### src/rtl/dct8_pkg.sv
// Shared constants and the orthonormal 8-point DCT coefficient generator.
// Coefficients are derived from a Q2.30 cosine table rounded to the requested width.
package dct8_pkg;

    localparam int N = 8;

    localparam logic MODE_DCT  = 1'b0;
    localparam logic MODE_IDCT = 1'b1;

    localparam longint C0_Q30 = 64'sd379625062;

    function automatic longint cos_half_q30(input int m);
        longint v;
        unique case (m)
            0:       v = 64'sd536870912;
            1:       v = 64'sd526555088;
            2:       v = 64'sd496004047;
            3:       v = 64'sd446391849;
            4:       v = 64'sd379625062;
            5:       v = 64'sd298269498;
            6:       v = 64'sd205451603;
            7:       v = 64'sd104738319;
            default: v = 64'sd0;
        endcase
        return v;
    endfunction

    // Folds the cosine argument (2n+1)k*pi/16 into the first quadrant.
    function automatic longint dct8_coeff(input int k, input int n, input int cw);
        longint mag;
        int     m;
        int     sh;
        bit     neg;
        m   = ((2 * n + 1) * k) % 32;
        neg = 1'b0;
        if (m > 16) m = 32 - m;
        if (m > 8) begin
            m   = 16 - m;
            neg = 1'b1;
        end
        mag = (k == 0) ? C0_Q30 : cos_half_q30(m);
        sh  = 32 - cw;
        mag = (mag + (64'sd1 <<< (sh - 1))) >>> sh;
        return neg ? -mag : mag;
    endfunction

endpackage

### src/rtl/dct8_dot8.sv
// Registered 8-way signed multiply, adder tree, round-half-up and saturate.
// Two-cycle latency; the result registers hold their value while idle.
module dct8_dot8
    import dct8_pkg::*;
#(
    parameter int DATA_W  = 12,
    parameter int COEFF_W = 16,
    parameter int OUT_W   = 18
) (
    input  logic                      clk,
    input  logic                      rst,
    input  logic                      valid_in,
    input  logic [2:0]                idx_in,
    input  logic signed [DATA_W-1:0]  x [N],
    input  logic signed [COEFF_W-1:0] c [N],
    output logic                      valid_out,
    output logic [2:0]                idx_out,
    output logic signed [OUT_W-1:0]   y
);

    localparam int PW = DATA_W + COEFF_W;
    localparam int AW = PW + 3;
    localparam int SH = COEFF_W - 2;

    localparam logic signed [AW-1:0] HALF = AW'(1) <<< (SH - 1);
    localparam logic signed [OUT_W-1:0] OMAX = {1'b0, {(OUT_W-1){1'b1}}};
    localparam logic signed [OUT_W-1:0] OMIN = {1'b1, {(OUT_W-1){1'b0}}};

    logic signed [PW-1:0]    prod_q [N];
    logic                    pv_q;
    logic [2:0]              pidx_q;
    logic signed [AW-1:0]    sum;
    logic signed [AW-1:0]    rnd;
    logic signed [OUT_W-1:0] sat;

    always_ff @(posedge clk) begin
        if (rst) begin
            pv_q   <= 1'b0;
            pidx_q <= '0;
            for (int i = 0; i < N; i++) prod_q[i] <= '0;
        end else begin
            pv_q <= valid_in;
            if (valid_in) begin
                pidx_q <= idx_in;
                for (int i = 0; i < N; i++)
                    prod_q[i] <= PW'(x[i]) * PW'(c[i]);
            end
        end
    end

    always_comb begin
        sum = '0;
        for (int i = 0; i < N; i++) sum = sum + AW'(prod_q[i]);
        rnd = (sum + HALF) >>> SH;
        if (rnd > AW'(OMAX))
            sat = OMAX;
        else if (rnd < AW'(OMIN))
            sat = OMIN;
        else
            sat = rnd[OUT_W-1:0];
    end

    always_ff @(posedge clk) begin
        if (rst) begin
            valid_out <= 1'b0;
            idx_out   <= '0;
            y         <= '0;
        end else begin
            valid_out <= pv_q;
            if (pv_q) begin
                idx_out <= pidx_q;
                y       <= sat;
            end
        end
    end

endmodule

### src/rtl/dct1d_8_pipeline.sv
// Streaming 8-point forward/inverse DCT: sample buffer, block snapshot,
// coefficient row/column selection and the 8-cycle result emitter.
module dct1d_8_pipeline
    import dct8_pkg::*;
#(
    parameter int DATA_W  = 12,
    parameter int COEFF_W = 16,
    parameter int OUT_W   = 18
) (
    input  logic              clk,
    input  logic              rst,
    input  logic [DATA_W-1:0] sample_in,
    input  logic              valid_in,
    input  logic              mode,
    input  logic [2:0]        index,
    output logic [OUT_W-1:0]  coeff_out,
    output logic              valid_out,
    output logic [2:0]        index_out
);

    logic signed [DATA_W-1:0]  xbuf_q [N];
    logic signed [DATA_W-1:0]  comp_q [N];
    logic signed [DATA_W-1:0]  work_q [N];
    logic signed [COEFF_W-1:0] ctab   [N][N];
    logic signed [COEFF_W-1:0] coef   [N];
    logic signed [OUT_W-1:0]   y;
    logic                      comp_mode_q;
    logic                      work_mode_q;
    logic                      go_q;
    logic                      sel_v_q;
    logic [2:0]                sel_idx_q;
    logic                      trig;

    assign trig = valid_in && (index == 3'd7);

    for (genvar k = 0; k < N; k++) begin : g_k
        for (genvar n = 0; n < N; n++) begin : g_n
            assign ctab[k][n] = COEFF_W'(dct8_coeff(k, n, COEFF_W));
        end
    end

    always_comb begin
        for (int i = 0; i < N; i++)
            coef[i] = (work_mode_q == MODE_IDCT) ? ctab[i][sel_idx_q]
                                                 : ctab[sel_idx_q][i];
    end

    always_ff @(posedge clk) begin
        if (rst) begin
            for (int i = 0; i < N; i++) xbuf_q[i] <= '0;
        end else if (valid_in) begin
            xbuf_q[index] <= sample_in;
        end
    end

    always_ff @(posedge clk) begin
        if (rst) begin
            for (int i = 0; i < N; i++) comp_q[i] <= '0;
            comp_mode_q <= MODE_DCT;
            go_q        <= 1'b0;
        end else begin
            go_q <= trig;
            if (trig) begin
                for (int i = 0; i < N - 1; i++) comp_q[i] <= xbuf_q[i];
                comp_q[N-1] <= sample_in;
                comp_mode_q <= mode;
            end
        end
    end

    // A second copy keeps the tail of a running block intact while the next one lands.
    always_ff @(posedge clk) begin
        if (rst) begin
            for (int i = 0; i < N; i++) work_q[i] <= '0;
            work_mode_q <= MODE_DCT;
            sel_v_q     <= 1'b0;
            sel_idx_q   <= '0;
        end else if (go_q) begin
            work_q      <= comp_q;
            work_mode_q <= comp_mode_q;
            sel_v_q     <= 1'b1;
            sel_idx_q   <= '0;
        end else if (sel_v_q) begin
            sel_idx_q <= sel_idx_q + 3'd1;
            if (sel_idx_q == 3'd7) sel_v_q <= 1'b0;
        end
    end

    dct8_dot8 #(
        .DATA_W  (DATA_W),
        .COEFF_W (COEFF_W),
        .OUT_W   (OUT_W)
    ) u_dot8 (
        .clk       (clk),
        .rst       (rst),
        .valid_in  (sel_v_q),
        .idx_in    (sel_idx_q),
        .x         (work_q),
        .c         (coef),
        .valid_out (valid_out),
        .idx_out   (index_out),
        .y         (y)
    );

    assign coeff_out = y;

endmodule

### config.mk
export PLATFORM = sky130hd
export DESIGN_NAME = dct1d_8_pipeline
export DESIGN_NICKNAME = d
export VERILOG_FILES = /design/src/rtl/dct8_pkg.sv /design/src/rtl/dct8_dot8.sv /design/src/rtl/dct1d_8_pipeline.sv
export SDC_FILE = /design/constraint.sdc
export NUM_CORES = 2
export LEC_CHECK = 0
export BUFFER_PORTS_ARGS = -buffer_cell sky130_fd_sc_hd__buf_2
export CAP_MARGIN = 20
export CORE_MARGIN = 5
export CORE_UTILIZATION = 40
export CTS_CLUSTER_SIZE = 8
export DETAILED_ROUTE_END_ITERATION = 12
export PLACE_DENSITY_LB_ADDON = 0.12
export SETUP_SLACK_MARGIN = 0.4
export SLEW_MARGIN = 15
export SYNTH_ARGS = -nofsm -noshare
export SYNTH_HDL_FRONTEND = slang
export SYNTH_SLANG_ARGS = --single-unit
### constraint.sdc
create_clock -name clk -period 9.5 [get_ports clk]
set_input_delay 0.475 -clock clk [delete_from_list [all_inputs] [get_ports clk]]
set_output_delay 0.475 -clock clk [all_outputs]
set_load 0.02 [all_outputs]
## Yosys cells after proc, flatten, opt, wreduce, memory -nomap -nowiden

Memories as Yosys holds them, arrays and structs flattened. A register that Yosys moved wholly into a read port is not among the register bits.
Cells that the tools add are included.

- Register bits after elaboration: 141
- Bits in writable memories: 320
- ROM bits: 2048
- Input bits: 19
- Output and inout bits: 22
- Word-level logic and storage cells: 114
- Memories: 11

Memory list:

| memory | depth | width | rd ports | clocked after memory_dff | wr ports | RTL line | source |
|---|---|---|---|---|---|---|---|
| (name not given) | 8 | 128 | 1 | 0 | 0 | dct1d_8_pipeline.sv:45 | `: ctab[sel_idx_q][i];` |
| u_dot8.prod_q | 8 | 28 | 8 | 0 | 8 | dct8_dot8.sv:29 | `logic signed [PW-1:0] prod_q [N];` |
| (name not given) | 8 | 16 | 1 | 0 | 0 | dct1d_8_pipeline.sv:44 | `coef[i] = (work_mode_q == MODE_IDCT) ? ctab[i][sel_idx_q]` |
| (name not given) | 8 | 16 | 1 | 0 | 0 | dct1d_8_pipeline.sv:44 |  |
| (name not given) | 8 | 16 | 1 | 0 | 0 | dct1d_8_pipeline.sv:44 |  |
| (name not given) | 8 | 16 | 1 | 0 | 0 | dct1d_8_pipeline.sv:44 |  |
| +5 memories | -- | -- | -- | -- | -- | -- |  |

- $add $sub $neg: 9
- Multiply operators: 8
- Magnitude comparators: 3
- Eq/ne operators: 2
- Muxes and demuxes: 50
- Bitwise operators: 9
- Reduce and logical (&&, ||, !) cells: 3

Operator list:

| kind | count |
|---|---|
| $mux 16 | 24 |
| $mux 128 | 2 |
| $mul 12x16->28 | 8 |
| $mux 28 | 8 |
| $add 31x28->31 | 5 |
| $mux 18 | 2 |
| $add 31x15->31 const B | 1 |
| $add 29x28->30 | 1 |
| $add 28x28->29 | 1 |
| $gt 17x18->1 const B | 1 |
| $lt 17x18->1 const B | 1 |
| $mux 1 | 12 |
| $mux 12 | 1 |
| $reduce_or 12->1 | 1 |
| $or 1x1->1 | 8 |
| $eq 3x3->1 const B | 2 |
| $ge 4x4->1 const B | 1 |
| $not 3->4 | 1 |
| $add 3x1->3 const B | 1 |
| $mux 3 | 1 |
| $reduce_or 2->1 | 1 |
| $logic_and 1x1->1 | 1 |

## Depth between registers and ports, before layout

An unclocked memory read counts as a cell.

- Depth after elaboration: 12
- Depth in mapped cells: 30
- Gate-level depth less buffers: 30

## Cells and area by module

From an unflattened synthesis, not the netlist that was laid out.

- Cells, all modules: 8496
- Area total of the unflattened synthesis: 80295.8 um2

By module, submodules not included:

| module | times used | cells an instance | area an instance (um2) | sequential area each (um2) |
|---|---|---|---|---|
| dct8_dot8 | 1 | 7226 | 68471.9 | 7247.0 |
| dct1d_8_pipeline | 1 | 1270 | 11823.8 | 6506.2 |

## Least setup slack after synthesis

Ideal clock, no wire load.

- Path type: register -> register
- Start: register sel_idx_q[0]
- End: memory u_dot8.prod_q[0][222] in the netlist's numbering (data pin)
- Library setup time: 0.260 ns
- Arrival: 6.744 ns
- Required time: 9.240 ns
- Slack: 2.496 ns
- Cell stages (with the launch flop): 28
- Buffers on the path: 4
- Period minus slack after synthesis: 7.004 ns
- Path through: dfxtp_1 > clkbuf_1 > inv_1 > ha_1 > clkbuf_1 > and2_1 > clkbuf_1 > a211oi_1 > clkbuf_1 > nand2_1 > fa_1 > inv_1 > fa_1 > fa_1 > inv_1 > fa_1 > inv_1 > fa_1 > ha_1 > a21o_1 > a21oi_1 > nor2b_1 > o21ai_0 > a211oi_2 > a21oi_2 > a2111oi_2 > o21bai_1 > mux2_2

RTL lines:

| element | RTL line | source |
|---|---|---|
| from (decl) | dct1d_8_pipeline.sv:31 | `logic [2:0] sel_idx_q;` |
| from (signal assigned) | dct1d_8_pipeline.sv:84 | `sel_idx_q <= sel_idx_q + 3'd1;` |
| to (decl) | dct8_dot8.sv:29 |  |

==> reports/metrics.cfg <==
[sta]
post-route-min-period_ns = 8.53
period_share = 0.897
tns_ns = 0
fmax_mhz = 117
timing.hold.ws_ns = 0.155
hold_violations = 0
clock_skew_ns = 0.0377
worst_slew_pin_slew_ns = 1.17
finalSetupViolations = 0
grt_setup_unrepaired = no
timing.final.ws_setup_ns = 0.975
slew_viol_final = 0
max_slew_margin = 0.219

[pwr]
leakagePower_nw = 35.7
worst_ir_drop_vdd_uv = 146
pwr_density_cell_nw_per_um2 = 95.3
finalPower_mw = 7.73

[logic_synthesis]
synth_flop_cell = edfxtp_1
synth_cell_types = 81
yosysSeqAreaShare = 0.182
synth_edf_count = 308
ys_warn_count = 0
yosys-top-cells-area = fa_1 (37%), edfxtp_1 (12%), ha_1 (9.5%)
netlist.area_leader.share = 0.373
synth_area_um2 = 75600
syn-num-nets = 10000
ys_ff_latch = 533
yosysTopAreaCell = fa_1
synth_cells = 8006
avgSynthCellArea_um2 = 9.44
synth-async-reset-ratio = 0

[placement]
dpl.hpwl_mm = 180
gp_congestion = 0.906
port_buffers = 40
place_ws_ns = 1.06
dpl-instance-area_um2 = 78700
dp_cells = 10300

[final_layout]
mostFrequentLayoutCell = inv_1
area_delta_synth_final_pct = 7.22
nNetsFinal = 9906
final_cell_mix = inv_1 (1,562), fa_1 (1,410), nand2_1 (1,179), ha_1 (575), and2_1 (482)
postLayoutCoreUtil = 0.431
drive_above_1_share = 0.0433
stdcell_area_um2 = 81100
instances_no_fill = 10500

[floorplanning]
initial_core_util = 0.402
num_rows = 159
core-area_um2 = 188000
die_w_um = 445
pin_count = 41
die_h_um = 445
dieArea_um2 = 198000

[clock_tree]
h-tree-depth = 3
tritoncts = yes
path_clk_slew_ns = 0.06
cts-buffers-inserted = 80
post_cts_buffers = 0
cts_hold_buf = 0
cts-root-buf = clkbuf_16
ctsResizeCount = 0
clkLatencyLatePin_ns = 0.70
cts_sinks = 533
clockBufferDepth = 3

[drt]
vias_per_cell = 5.14
ant_nets = 0
first_iter_violations = 3717
drc = 0
drt-total-wl_mm = 224
vias = 53800
wire_per_inst_um = 21.4
first_pass_iters = 7

[global_route]
grt_pass1_wl_mm = 346
antenna_found_initial = 15
grtUsageTotal = 0.230
grt_pass1_vias = 56000
grt_start_max_net_pins = 125
grt_overflow = 0

[setup_path]
r2r_setup_slack_ns = 0.97
end_kind = flip-flop
start_kind = flip-flop
cp.arrival_ns = 8.93
timing.rr.start = sel_idx_q[0]
cp_max_fo = 12
reg2reg_depth = 25
required_ns = 9.91
critPathKind = reg -> reg
r2r_end = u_dot8.prod_q[0][111]

[job]
maxCapViolCount = 0

[min_path]
whs_endpoint = comp_mode_q
min_from = mode
hold_class = in -> reg
whs_path_depth = 3

[run_status]
status = finished clean

[sequential cells by signal, summed over array words and instances, names as in the netlist]
| name | cells |
|---|---|
| comp_mode_q | 1 |
| comp_q | 96 |
| go_q | 1 |
| sel_idx_q | 3 |
| sel_v_q | 1 |
| u_dot8.idx_out | 3 |
| u_dot8.pidx_q | 3 |
| u_dot8.prod_q | 224 |
| u_dot8.pv_q | 1 |
| u_dot8.valid_out | 1 |
| u_dot8.y | 18 |
| work_mode_q | 1 |
| work_q | 96 |
| xbuf_q | 84 |
[kinds of logic (layout without fill, tap and decap cells)]
| family | after synthesis | count (layout) | synth area share |
|---|---|---|---|
| AO/OA/AOI/OAI | 773 | 773 | 0.0637 |
| flip-flops | 533 | 533 | 0.182 |
| XOR/XNOR | 192 | 192 | 0.0222 |
| AND/OR/NAND/NOR | 2495 | 2495 | 0.153 |
| adder cells (fa/ha/maj) | 1985 | 1985 | 0.468 |
| buffers and inverters | 1909 | 1867 | 0.0948 |
| other | 0 | 6 | 0 |
| multiplexers | 119 | 119 | 0.0158 |
[Yosys cell counts, types with 4 or more instances]
| cell | count |
|---|---|
| nor3b_1 | 13 |
| o21ai_1 | 6 |
| a21oi_2 | 4 |
| a31oi_1 | 23 |
| edfxtp_1 | 308 |
| xor2_1 | 84 |
| buf_1 | 26 |
| dfxtp_1 | 225 |
| o21a_1 | 42 |
| a41oi_1 | 6 |
| o21ai_0 | 143 |
| clkbuf_1 | 318 |
| nor4_1 | 6 |
| fa_1 | 1410 |
| o31a_1 | 7 |
| o221ai_1 | 6 |
| mux2i_1 | 116 |
| nand3_1 | 59 |
| o21bai_1 | 16 |
| and2_1 | 482 |
| o2111ai_1 | 8 |
| a21o_1 | 108 |
| nor2b_1 | 65 |
| a31o_2 | 5 |
| o211ai_1 | 12 |
| ha_1 | 575 |
| o22ai_1 | 7 |
| nand2b_1 | 90 |
| or3_1 | 19 |
| nand2_1 | 1179 |
| inv_1 | 1563 |
| or2_2 | 45 |
| xnor2_1 | 108 |
| and3_1 | 36 |
| and4_1 | 4 |
| a211oi_1 | 22 |
| nor3_1 | 71 |
| a21oi_1 | 294 |
| a21boi_0 | 8 |
| nand4_1 | 15 |
| nor2_1 | 395 |
| o31ai_1 | 12 |
[routing by layer]
metal | vias up | track usage | wire length (µm)
li1 | 24400 | - | -
met1 | 27900 | 0.322 | 99400
met2 | 1296 | 0.377 | 107000
met3 | 233 | 0.0213 | 10200
met4 | 0 | 0.0788 | 7740
met5 | - | 0 | 0
[power by group]
| group | total, mW | switching (mW) | internal [mW] |
|---|---|---|---|
| clock network | 2.80 | 1.14 | 1.66 |
| logic | 2.35 | 1.47 | 0.877 |
| registers | 2.58 | 0.0580 | 2.52 |
| total | 7.73 | 2.67 | 5.06 |
[worst max-delay path, cell delays in order, from the launching register on]
cell	delay [ns]
dfxtp_1	0.57
inv_1	0.26
ha_1	0.49
nor2_1	0.97
nor2_1	0.34
a21oi_1	0.29
buf_4	0.25
nand2_1	0.11
fa_1	0.53
fa_1	0.54
inv_1	0.05
fa_1	0.47
inv_1	0.05
fa_1	0.48
inv_1	0.05
fa_1	0.45
ha_1	0.34
o21a_1	0.16
o211ai_1	0.15
a31o_2	0.27
a211oi_1	0.35
o31a_1	0.26
o21ai_1	0.13
a21oi_1	0.24
nor4_1	0.08
or3b_1	0.36
[worst max-delay path by stage]
stage               slack [ns]    startpoint                    end
floorplan                 2.50  sel_idx_q[0]  u_dot8.prod_q[0][222]
global placement          1.30  sel_idx_q[0]  u_dot8.prod_q[0][166]
detailed placement        1.06  sel_idx_q[0]  u_dot8.prod_q[0][166]
CTS                       1.04  sel_idx_q[0]  u_dot8.prod_q[0][166]
global route              0.60  sel_idx_q[0]  u_dot8.prod_q[0][111]
finish                    0.97  sel_idx_q[0]  u_dot8.prod_q[0][111]
[area by class of cell]
cell class | instances | area [µm²]
Antenna cell | 6 | 15.0
Sequential cell | 533 | 13800
Clock inverter | 9 | 121
Tap cell | 2495 | 3120
Clock buffer | 135 | 2260
Multi-Input combinational cell | 5564 | 54800
Timing Repair Buffer | 159 | 1130
Fill cell | 18500 | 107000
Inverter | 1564 | 5870
No activity file was read; power rests on OpenSTA's default activity.
